**config.mk**
```make
export PLATFORM = sky130hd
export DESIGN_NAME = traffic_light_ctrl_param
export DESIGN_NICKNAME = d
export VERILOG_FILES = /design/src/rtl/tl_pkg.sv /design/src/rtl/traffic_light_ctrl_param_tick_gen.sv /design/src/rtl/traffic_light_ctrl_param.sv
export SDC_FILE = /design/constraint.sdc
export NUM_CORES = 1
export LEC_CHECK = 0
export ABC_AREA = 1
export CAP_MARGIN = 5
export CORE_AREA = 8 8 104 106
export DETAILED_ROUTE_END_ITERATION = 8
export DIE_AREA = 0 0 112 114
export PLACE_DENSITY = 0.65
export SYNTH_ARGS = -nofsm -noshare
export SYNTH_HDL_FRONTEND = slang
export SYNTH_HIERARCHICAL = 1
export SYNTH_SLANG_ARGS = --single-unit
```
**constraint.sdc**
```tcl
create_clock -name CLOCK_50 -period 5.3 [get_ports CLOCK_50]
set_clock_uncertainty 0.15 [all_clocks]
set_input_delay 0.53 -clock CLOCK_50 [delete_from_list [all_inputs] [get_ports CLOCK_50]]
set_output_delay 0.53 -clock CLOCK_50 [all_outputs]
set_load 0.005 [all_outputs]
```
**src/rtl/tl_pkg.sv**
```systemverilog
// tl_pkg: shared state encoding, light patterns and 7-segment encoding for the traffic light controller
package tl_pkg;

    typedef enum logic [2:0] {
        ST_HG    = 3'd0,
        ST_HY    = 3'd1,
        ST_AR1   = 3'd2,
        ST_CG    = 3'd3,
        ST_CY    = 3'd4,
        ST_AR2   = 3'd5,
        ST_FLASH = 3'd6
    } tl_state_e;

    // LEDR layout: [9:7] HWY R/Y/G, [2:0] CTRY R/Y/G
    localparam logic [9:0] LEDR_HG    = 10'b0010000100;
    localparam logic [9:0] LEDR_HY    = 10'b0100000100;
    localparam logic [9:0] LEDR_AR    = 10'b1000000100;
    localparam logic [9:0] LEDR_CG    = 10'b1000000001;
    localparam logic [9:0] LEDR_CY    = 10'b1000000010;
    localparam logic [9:0] LEDR_FLASH = 10'b0100000100;

    // Segment vectors are [0:6] = a..g, active-low
    localparam logic [0:6] SEG_BLANK = 7'b1111111;
    localparam logic [0:6] SEG_F     = 7'b0111000;

    function automatic logic [0:6] seg7(input logic [3:0] d);
        case (d)
            4'd0:    return 7'b0000001;
            4'd1:    return 7'b1001111;
            4'd2:    return 7'b0010010;
            4'd3:    return 7'b0000110;
            4'd4:    return 7'b1001100;
            4'd5:    return 7'b0100100;
            4'd6:    return 7'b0100000;
            4'd7:    return 7'b0001111;
            4'd8:    return 7'b0000000;
            4'd9:    return 7'b0000100;
            default: return SEG_BLANK;
        endcase
    endfunction

endpackage

```
**src/rtl/traffic_light_ctrl_param_tick_gen.sv**
```systemverilog
// tl_tick_gen: divides clk by DIV into a one-cycle tick pulse
//   clk   in  system clock
//   rst_n in  synchronous active-low reset, divider restarts at 0
//   tick  out high for one cycle when the divider reaches DIV-1
module tl_tick_gen #(
    parameter int DIV = 4
) (
    input  logic clk,
    input  logic rst_n,
    output logic tick
);

    localparam int W = $clog2(DIV);

    logic [W-1:0] cnt_q, cnt_d;

    always_comb begin
        tick  = cnt_q == W'(DIV - 1);
        cnt_d = tick ? '0 : cnt_q + 1'b1;
    end

    always_ff @(posedge clk) begin
        if (!rst_n) cnt_q <= '0;
        else        cnt_q <= cnt_d;
    end

endmodule

```
**src/rtl/traffic_light_ctrl_param.sv**
```systemverilog
// traffic_light_ctrl_param: highway/country-road light controller with sensor, max-out, clearance and night flash
//   CLOCK_50 in  system clock
//   KEY[0]   in  synchronous active-low reset
//   SW[0]    in  country-road car sensor; SW[1] night flash request
//   LEDG[7]  out tick heartbeat
//   LEDR     out [9:7] HWY R/Y/G, [2:0] CTRY R/Y/G
//   HEX1:0   out countdown (tens blank when zero), HEX2 state index, HEX3 'F' in flash
module traffic_light_ctrl_param
    import tl_pkg::*;
#(
    parameter int CLK_HZ        = 50_000_000,
    parameter int TICK_HZ       = 1,
    parameter int MIN_HWY_GREEN = 10,
    parameter int YELLOW_T      = 3,
    parameter int ALL_RED_T     = 1,
    parameter int MAX_CTRY_GRN  = 20,
    parameter int CNT_W         = 7
) (
    input  logic       CLOCK_50,
    input  logic [0:0] KEY,
    input  logic [1:0] SW,
    output logic [7:7] LEDG,
    output logic [9:0] LEDR,
    output logic [0:6] HEX0,
    output logic [0:6] HEX1,
    output logic [0:6] HEX2,
    output logic [0:6] HEX3
);

    localparam logic [CNT_W-1:0] T_HG = CNT_W'(MIN_HWY_GREEN - 1);
    localparam logic [CNT_W-1:0] T_Y  = CNT_W'(YELLOW_T - 1);
    localparam logic [CNT_W-1:0] T_AR = CNT_W'(ALL_RED_T - 1);
    localparam logic [CNT_W-1:0] T_CG = CNT_W'(MAX_CTRY_GRN - 1);
    localparam logic [3:0]       RST_ONES = 4'(MIN_HWY_GREEN % 10);
    localparam logic [3:0]       RST_TENS = 4'(MIN_HWY_GREEN / 10);

    logic             rst_n, tick;
    tl_state_e        state_q, state_d;
    logic [CNT_W-1:0] timer_q, timer_d, cnt;
    logic             lit_q, lit_d, hb_q;
    logic [3:0]       tens, ones;
    logic [9:0]       ledr_q, ledr_d;
    logic [0:6]       hex0_q, hex0_d, hex1_q, hex1_d, hex2_q, hex2_d, hex3_q, hex3_d;

    assign rst_n = KEY[0];

    tl_tick_gen #(.DIV(CLK_HZ / TICK_HZ)) u_tick (
        .clk   (CLOCK_50),
        .rst_n (rst_n),
        .tick  (tick)
    );

    always_ff @(posedge CLOCK_50) begin
        if (!rst_n) begin
            state_q <= ST_HG;
            timer_q <= T_HG;
            lit_q   <= 1'b0;
            hb_q    <= 1'b0;
        end else begin
            state_q <= state_d;
            timer_q <= timer_d;
            lit_q   <= lit_d;
            hb_q    <= hb_q ^ tick;
        end
    end

    // Flash request beats every other exit; CG's sensor release beats its timer.
    always_comb begin
        state_d = state_q;
        timer_d = timer_q;
        lit_d   = lit_q;
        if (tick) begin
            if (SW[1] && state_q != ST_FLASH) begin
                state_d = ST_FLASH;
                timer_d = '0;
                lit_d   = 1'b1;
            end else if (state_q == ST_FLASH) begin
                lit_d = !lit_q;
                if (!SW[1]) begin
                    state_d = ST_AR2;
                    timer_d = T_AR;
                end
            end else if (state_q == ST_CG && !SW[0]) begin
                state_d = ST_CY;
                timer_d = T_Y;
            end else if (timer_q != '0) begin
                timer_d = timer_q - 1'b1;
            end else begin
                case (state_q)
                    ST_HG: if (SW[0]) begin
                        state_d = ST_HY;
                        timer_d = T_Y;
                    end
                    ST_HY: begin
                        state_d = ST_AR1;
                        timer_d = T_AR;
                    end
                    ST_AR1: begin
                        state_d = ST_CG;
                        timer_d = T_CG;
                    end
                    ST_CG: begin
                        state_d = ST_CY;
                        timer_d = T_Y;
                    end
                    ST_CY: begin
                        state_d = ST_AR2;
                        timer_d = T_AR;
                    end
                    default: begin
                        state_d = ST_HG;
                        timer_d = T_HG;
                    end
                endcase
            end
        end
    end

    always_comb begin
        cnt    = timer_q + 1'b1;
        tens   = 4'(cnt / CNT_W'(10));
        ones   = 4'(cnt % CNT_W'(10));
        ledr_d = state_q == ST_HG    ? LEDR_HG :
                 state_q == ST_HY    ? LEDR_HY :
                 state_q == ST_CG    ? LEDR_CG :
                 state_q == ST_CY    ? LEDR_CY :
                 state_q == ST_FLASH ? (lit_q ? LEDR_FLASH : 10'b0) : LEDR_AR;
        hex0_d = state_q == ST_FLASH ? SEG_BLANK : seg7(ones);
        hex1_d = (state_q == ST_FLASH || tens == 4'd0) ? SEG_BLANK : seg7(tens);
        hex2_d = seg7(4'(state_q));
        hex3_d = state_q == ST_FLASH ? SEG_F : SEG_BLANK;
    end

    // Reset loads the displays directly so they are valid on the reset cycle itself.
    always_ff @(posedge CLOCK_50) begin
        if (!rst_n) begin
            ledr_q <= LEDR_HG;
            hex0_q <= seg7(RST_ONES);
            hex1_q <= RST_TENS == 4'd0 ? SEG_BLANK : seg7(RST_TENS);
            hex2_q <= seg7(4'd0);
            hex3_q <= SEG_BLANK;
        end else begin
            ledr_q <= ledr_d;
            hex0_q <= hex0_d;
            hex1_q <= hex1_d;
            hex2_q <= hex2_d;
            hex3_q <= hex3_d;
        end
    end

    assign LEDG[7] = hb_q;
    assign LEDR    = ledr_q;
    assign HEX0    = hex0_q;
    assign HEX1    = hex1_q;
    assign HEX2    = hex2_q;
    assign HEX3    = hex3_q;

endmodule

```
# ---- Yosys cells after proc, flatten, opt, wreduce, memory -nomap -nowiden
# Memories as Yosys holds them, arrays and structs flattened. A register that Yosys moved wholly into a read port is not among the register bits.
# Cells that the tools add are included.
dict set report totals {
  regBits 69
  mem_bits_ro 280
  inputBits 4
  out_inout_bits 39
  word_cells 81
  mem_count 3
}
# name words width rd rd_ports_with_merged_regs wr line_no
set memory_table {}
lappend memory_table {{(name not given)} 16 7 1 0 0 tl_pkg.sv:27} ;# case (d)
lappend memory_table {{(name not given)} 16 7 1 0 0 tl_pkg.sv:27}
lappend memory_table {{(name not given)} 8 7 1 1 0 tl_pkg.sv:27}
dict set report op_classes {
  addsub 3
  div_mod_pow 2
  n_eq_ne 11
  muxes 24
  n_bitwise 3
  reduce_logical 21
}
# operator n
set op_table {}
lappend op_table {{$mux W7} 8}
lappend op_table {{$mux W10} 3}
lappend op_table {{$pmux W7 S4} 1}
lappend op_table {{$add A26 B1 Y26 const B} 1}
lappend op_table {{$eq A26 B26 Y1 const B} 1}
lappend op_table {{$mux W3} 6}
lappend op_table {{$mux W9} 2}
lappend op_table {{$pmux W3 S5} 1}
lappend op_table {{$reduce_or A2 Y1} 5}
lappend op_table {{$add A7 B1 Y7 const B} 1}
lappend op_table {{$div A7 B4 Y7 const B} 1}
lappend op_table {{$mod A7 B4 Y7 const B} 1}
lappend op_table {{$reduce_bool A7 Y1} 1}
lappend op_table {{$sub A7 B1 Y7 const B} 1}
lappend op_table {{$eq A3 B2 Y1 const B} 2}
lappend op_table {{$eq A3 B3 Y1 const B} 2}
lappend op_table {{$mux W6} 1}
lappend op_table {{$ne A3 B3 Y1 const B} 2}
lappend op_table {{$ne A6 B6 Y1 const B} 1}
lappend op_table {{$reduce_or A6 Y1} 1}
lappend op_table {{$ne A5 B5 Y1 const B} 1}
lappend op_table {{$logic_not A4 Y1} 1}
lappend op_table {{$ne A4 B4 Y1 const B} 1}
lappend op_table {{$reduce_and A4 Y1} 1}
lappend op_table {{13 further kinds} 18}

# ---- Longest topological paths before layout
dict set report logic_depth {
  ltp_word 7
  ltp_mapped 32
  depth_no_buf 32
}

# ---- Hierarchy
# The synthesis kept the hierarchy.
# mod n_inst cells_each area_per_inst_um2 seq_area_each_um2
set by_module_without_submodules {}
lappend by_module_without_submodules {traffic_light_ctrl_param 1 351 2650.0 800.8}
lappend by_module_without_submodules {tl_tick_gen 1 212 1396.3 520.5}

# ---- Worst setup path after synthesis
# No wires, ideal clock.
dict set report synth_path {
  path_type {register to register}
  start {register timer_q[0]}
  end {register hex0_q (netlist bit HEX0[3])}
  t_arrival_ns 3.252
  t_required_ns 5.038
  slack_ns 1.786
  stages_incl_launch_ff 31
  period_less_slack_ns 3.514
  cell_sequence {dfxtp_1 ha_1 nand2_2 nor2_4 nand2_2 nand2_4 nand2_2 nand3_2 nand3_2 nand2_4 nand2_4 nand2_2 nand2_2 inv_2 nand2_4 nand2_4 nand2_2 nand2_2 inv_2 ha_1 inv_1 nand3_4 nand3_4 nand2_1 nand2_4 inv_2 ha_1 nor2_1 nor2_1 nor2_1 nor2_1}
}
dict set report synth_via {
  elab_chain_cells 4
}
# element line_no
set synth_rtl {}
lappend synth_rtl {{from (decl)} traffic_light_ctrl_param.sv:39} ;# logic [CNT_W-1:0] timer_q, timer_d, cnt;
lappend synth_rtl {{from (signal assigned)} traffic_light_ctrl_param.sv:61} ;# timer_q <= timer_d;
lappend synth_rtl {{$add A7 B1 Y7} traffic_light_ctrl_param.sv:120} ;# cnt = timer_q + 1'b1;
lappend synth_rtl {{$mod A7 B4 Y7} traffic_light_ctrl_param.sv:122} ;# ones = 4'(cnt % CNT_W'(10));
lappend synth_rtl {{$mem_v2 Z16 W7} n/a}
lappend synth_rtl {{$mux W7} traffic_light_ctrl_param.sv:128} ;# hex0_d = state_q == ST_FLASH ? SEG_BLANK : seg7(ones);
lappend synth_rtl {{to (signal assigned)} traffic_light_ctrl_param.sv:138} ;# hex0_q <= seg7(RST_ONES);
lappend synth_rtl {{to (decl)} traffic_light_ctrl_param.sv:43} ;# logic [0:6] hex0_q, hex0_d, hex1_q, hex1_d, hex2_q, hex2_d, hex3_q, hex3_d;
# Every way passes these cells.
# A chain may end at the register's enable or synchronous reset.

# ---- Worst setup path after layout
dict set report layout_path {
  start {register timer_q[0]}
  end {register hex0_q (netlist bit HEX0[1])}
}
# The elaborated chain is that of the path after synthesis.

==> run_results.csv <==
group,metric,value,unit
synth,synth_top_area_frac,0.327,
grt,grt_pass1_wl,15400,um
sta,setup_ws,1.35,ns
floorplanning,fp.dieW,112,um
setup_path,cpMaxStageDelayCell,"dfxtp_1",
route,drt_iter0_markers,147,
floorplanning,coreArea,9110,um^2
outcome,outcome,"finished, final reports clean",
clocking,hold_buffers,0,
clocking,numClockSinks,66,
sta,setup_viol,0,
placed_design,dpl_worst_slack,1.37,ns
clocking,postCtsSetupBuffers,0,
setup_path,crit_fanout,9,
grt,grt_max_degree,24,
sta,max_freq,253,MHz
route,num_vias,3472,
route,drc,0,
placed_design,dp_hpwl,6860,um
route,first_pass_iters,4,
floorplanning,rows,35,
floorplanning,die_area,12800,um^2
sta,finalSetupTns,0,ns
setup_path,arrival,4.09,ns
synth,synth-seq-cells,66,
synth,synthArstFlopShare,0,
layout,postLayoutCoreUtil,0.511,
setup_path,crit_family,"simple AND/OR/NAND/NOR gates",
synth,synth.distinct_cells,45,
sta,maxSlewViolCount,0,
grt,antenna_found_initial,0,
sta,rsz0062_at_grt,"false",
setup_path,reg2reg_depth,30,
clocking,cts_tree,"yes",
sta,post-route-min-period,3.95,ns
synth,synthTopCellsByCount,"nand2_1 (113), nor2_1 (95), dfxtp_1 (66)",
layout,nets,622,
route,wire_per_inst,12.2,um
clocking,clkSlewWorstSetupHoldPaths,0.07,ns
clocking,htreeDepth,3,
route,drt-vias-per-instance,4.86,
grt,track_usage,0.145,
placed_design,globalplace.congestion,0.862,
layout,syn_to_final_growth,15.1,%
run,cap_violations,0,
setup_path,cp-start-kind,"flop",
route,routed_wl,8710,um
min_path,holdPathStages,1,
setup_path,worstSetupPathType,"reg -> reg",
grt,grt.overflow.total,0,
synth,synth_warnings,6,
layout,layout-drive-gt1-share,0.139,
synth,synthMostInstantiatedCell,"nand2_1",
setup_path,critical_path_depth,30,
synth,syn_inst,563,
floorplanning,start_util,0.444,
clocking,cts_made_buffers,9,
synth,seq_area_frac_synth,0.327,
clocking,cts_resized,0,
layout,fillers,892,
power_and_ir_drop,p_leak,2.00,nW
floorplanning,io_pins,43,
synth,syn_area,4050,um^2
sta,timing.final.crit_share,0.745,
layout,insertedDiodeCount,0,
grt,first_global_vias,3396,
setup_path,rrSetupSlack,1.35,ns
power_and_ir_drop,ir_worst_vdd,0.120,mV
power_and_ir_drop,powerDensity,215,nW/um^2
synth,synth_edf_count,0,
synth,synth_top_cell_by_area,"dfxtp_1",
setup_path,critical_path_required,5.44,ns
setup_path,crit_path_end_kind,"flop",
setup_path,cpMostUsedCell,"nand2_2",
clocking,clockBufferDepth,2,
setup_path,path_buf_inv,5,
placed_design,numPortBuffers,35,
sta,tightest_slew,0.733,ns
synth,synthFlopType,"dfxtp_1",
floorplanning,die_h,114,um
sta,relSlewSlack,0.507,
synth,synth.area.top_cells,"dfxtp_1 (33%), nand2_1 (10%), nor2_1 (8.8%)",
route,postRouteAntennaNets,0,
clocking,clk_latency,0.35,ns
power_and_ir_drop,total_power,1.00,mW
sta,hold_viol_final,0,
synth,avgSynthCellArea,7.19,um^2
min_path,hold_path.class,"reg -> reg",
setup_path,cp_slowest_stage_delay,0.54,ns
clocking,cts-root-buf,"clkbuf_8",
[cell usage in the layout, fill, tap and decap left out, types with 15 or more instances in the layout]
cell type,instances
a21oi_1,27
nand2_4,15
nand2_1,113
clkdlybuf4s50_1,35
ha_1,20
nand2_2,15
nand3_1,28
nor2_1,95
inv_1,62
dfxtp_1,66
[power breakdown]
part	switching, mW	total (mW)	internal, mW
clock	0.212	0.481	0.269
combinational	0.0151	0.0215	0.00642
sequential	0.00147	0.499	0.497
[final cells by class]
cell class | count | area [um^2] | share of cell area
Sequential cell | 66 | 1320 | 0.284
Multi-Input combinational cell | 410 | 2320 | 0.498
Clock inverter | 7 | 101 | 0.0218
Timing Repair Buffer | 36 | 358 | 0.0769
Inverter | 75 | 295 | 0.0634
Clock buffer | 9 | 124 | 0.0266
Tap cell | 111 | 139 | 0.0298
[worst paths after layout]
path,from,to
worst min-delay path,u_tick/cnt_q[0],u_tick/cnt_q[0]
worst min register to register,u_tick/cnt_q[0],u_tick/cnt_q[0]
worst max-delay path,timer_q[0],HEX0[1]
worst max register to register,timer_q[0],HEX0[1]
[metrics by stage]
stage          instances  hold slack [ns]  area [um^2]
3_3_place_gp         698            0.280         4430
5_1_grt              714            0.354         4660
2_1_floorplan        568            0.267         4070
3_5_place_dp         698            0.302         4430
4_1_cts              714            0.319         4660
6_report             714            0.312         4660
[flip-flops by register name (all words and copies together), names as in the netlist, 3 cells and up]
name / flops
HEX2: 7
LEDR: 6
timer_q: 7
u_tick/cnt_q: 26
state_q: 3
HEX0: 7
HEX1: 7
[worst register-to-register path: cells and delay by family (launching register included)]
kind	cells	cell delay (ns)
and+or+nand+nor	22	2.10
adders and majority gates	3	0.76
DFF	1	0.54
buffers and inverters	5	0.34
[routing by layer]
| metal | wire, um | vias up | GRT usage |
|---|---|---|---|
| met5 | 0 | - | 0 |
| met4 | 129 | 0 | 0.0486 |
| met3 | 265 | 10 | 0.0301 |
| met2 | 4350 | 47 | 0.261 |
| met1 | 3960 | 1599 | 0.167 |
| li1 | - | 1816 | - |
[logic make-up after synthesis]
group | count (synthesis) | synth area share
adders and majority gates | 20 | 0.0618
and+or+nand+nor | 309 | 0.382
buffers and inverters | 92 | 0.105
other | 2 | 0.00186
xor gates and xnor gates | 16 | 0.0346
AOI/OAI and AO/OA | 58 | 0.0875
DFF | 66 | 0.327
No activity file was read; power rests on OpenSTA's default activity.
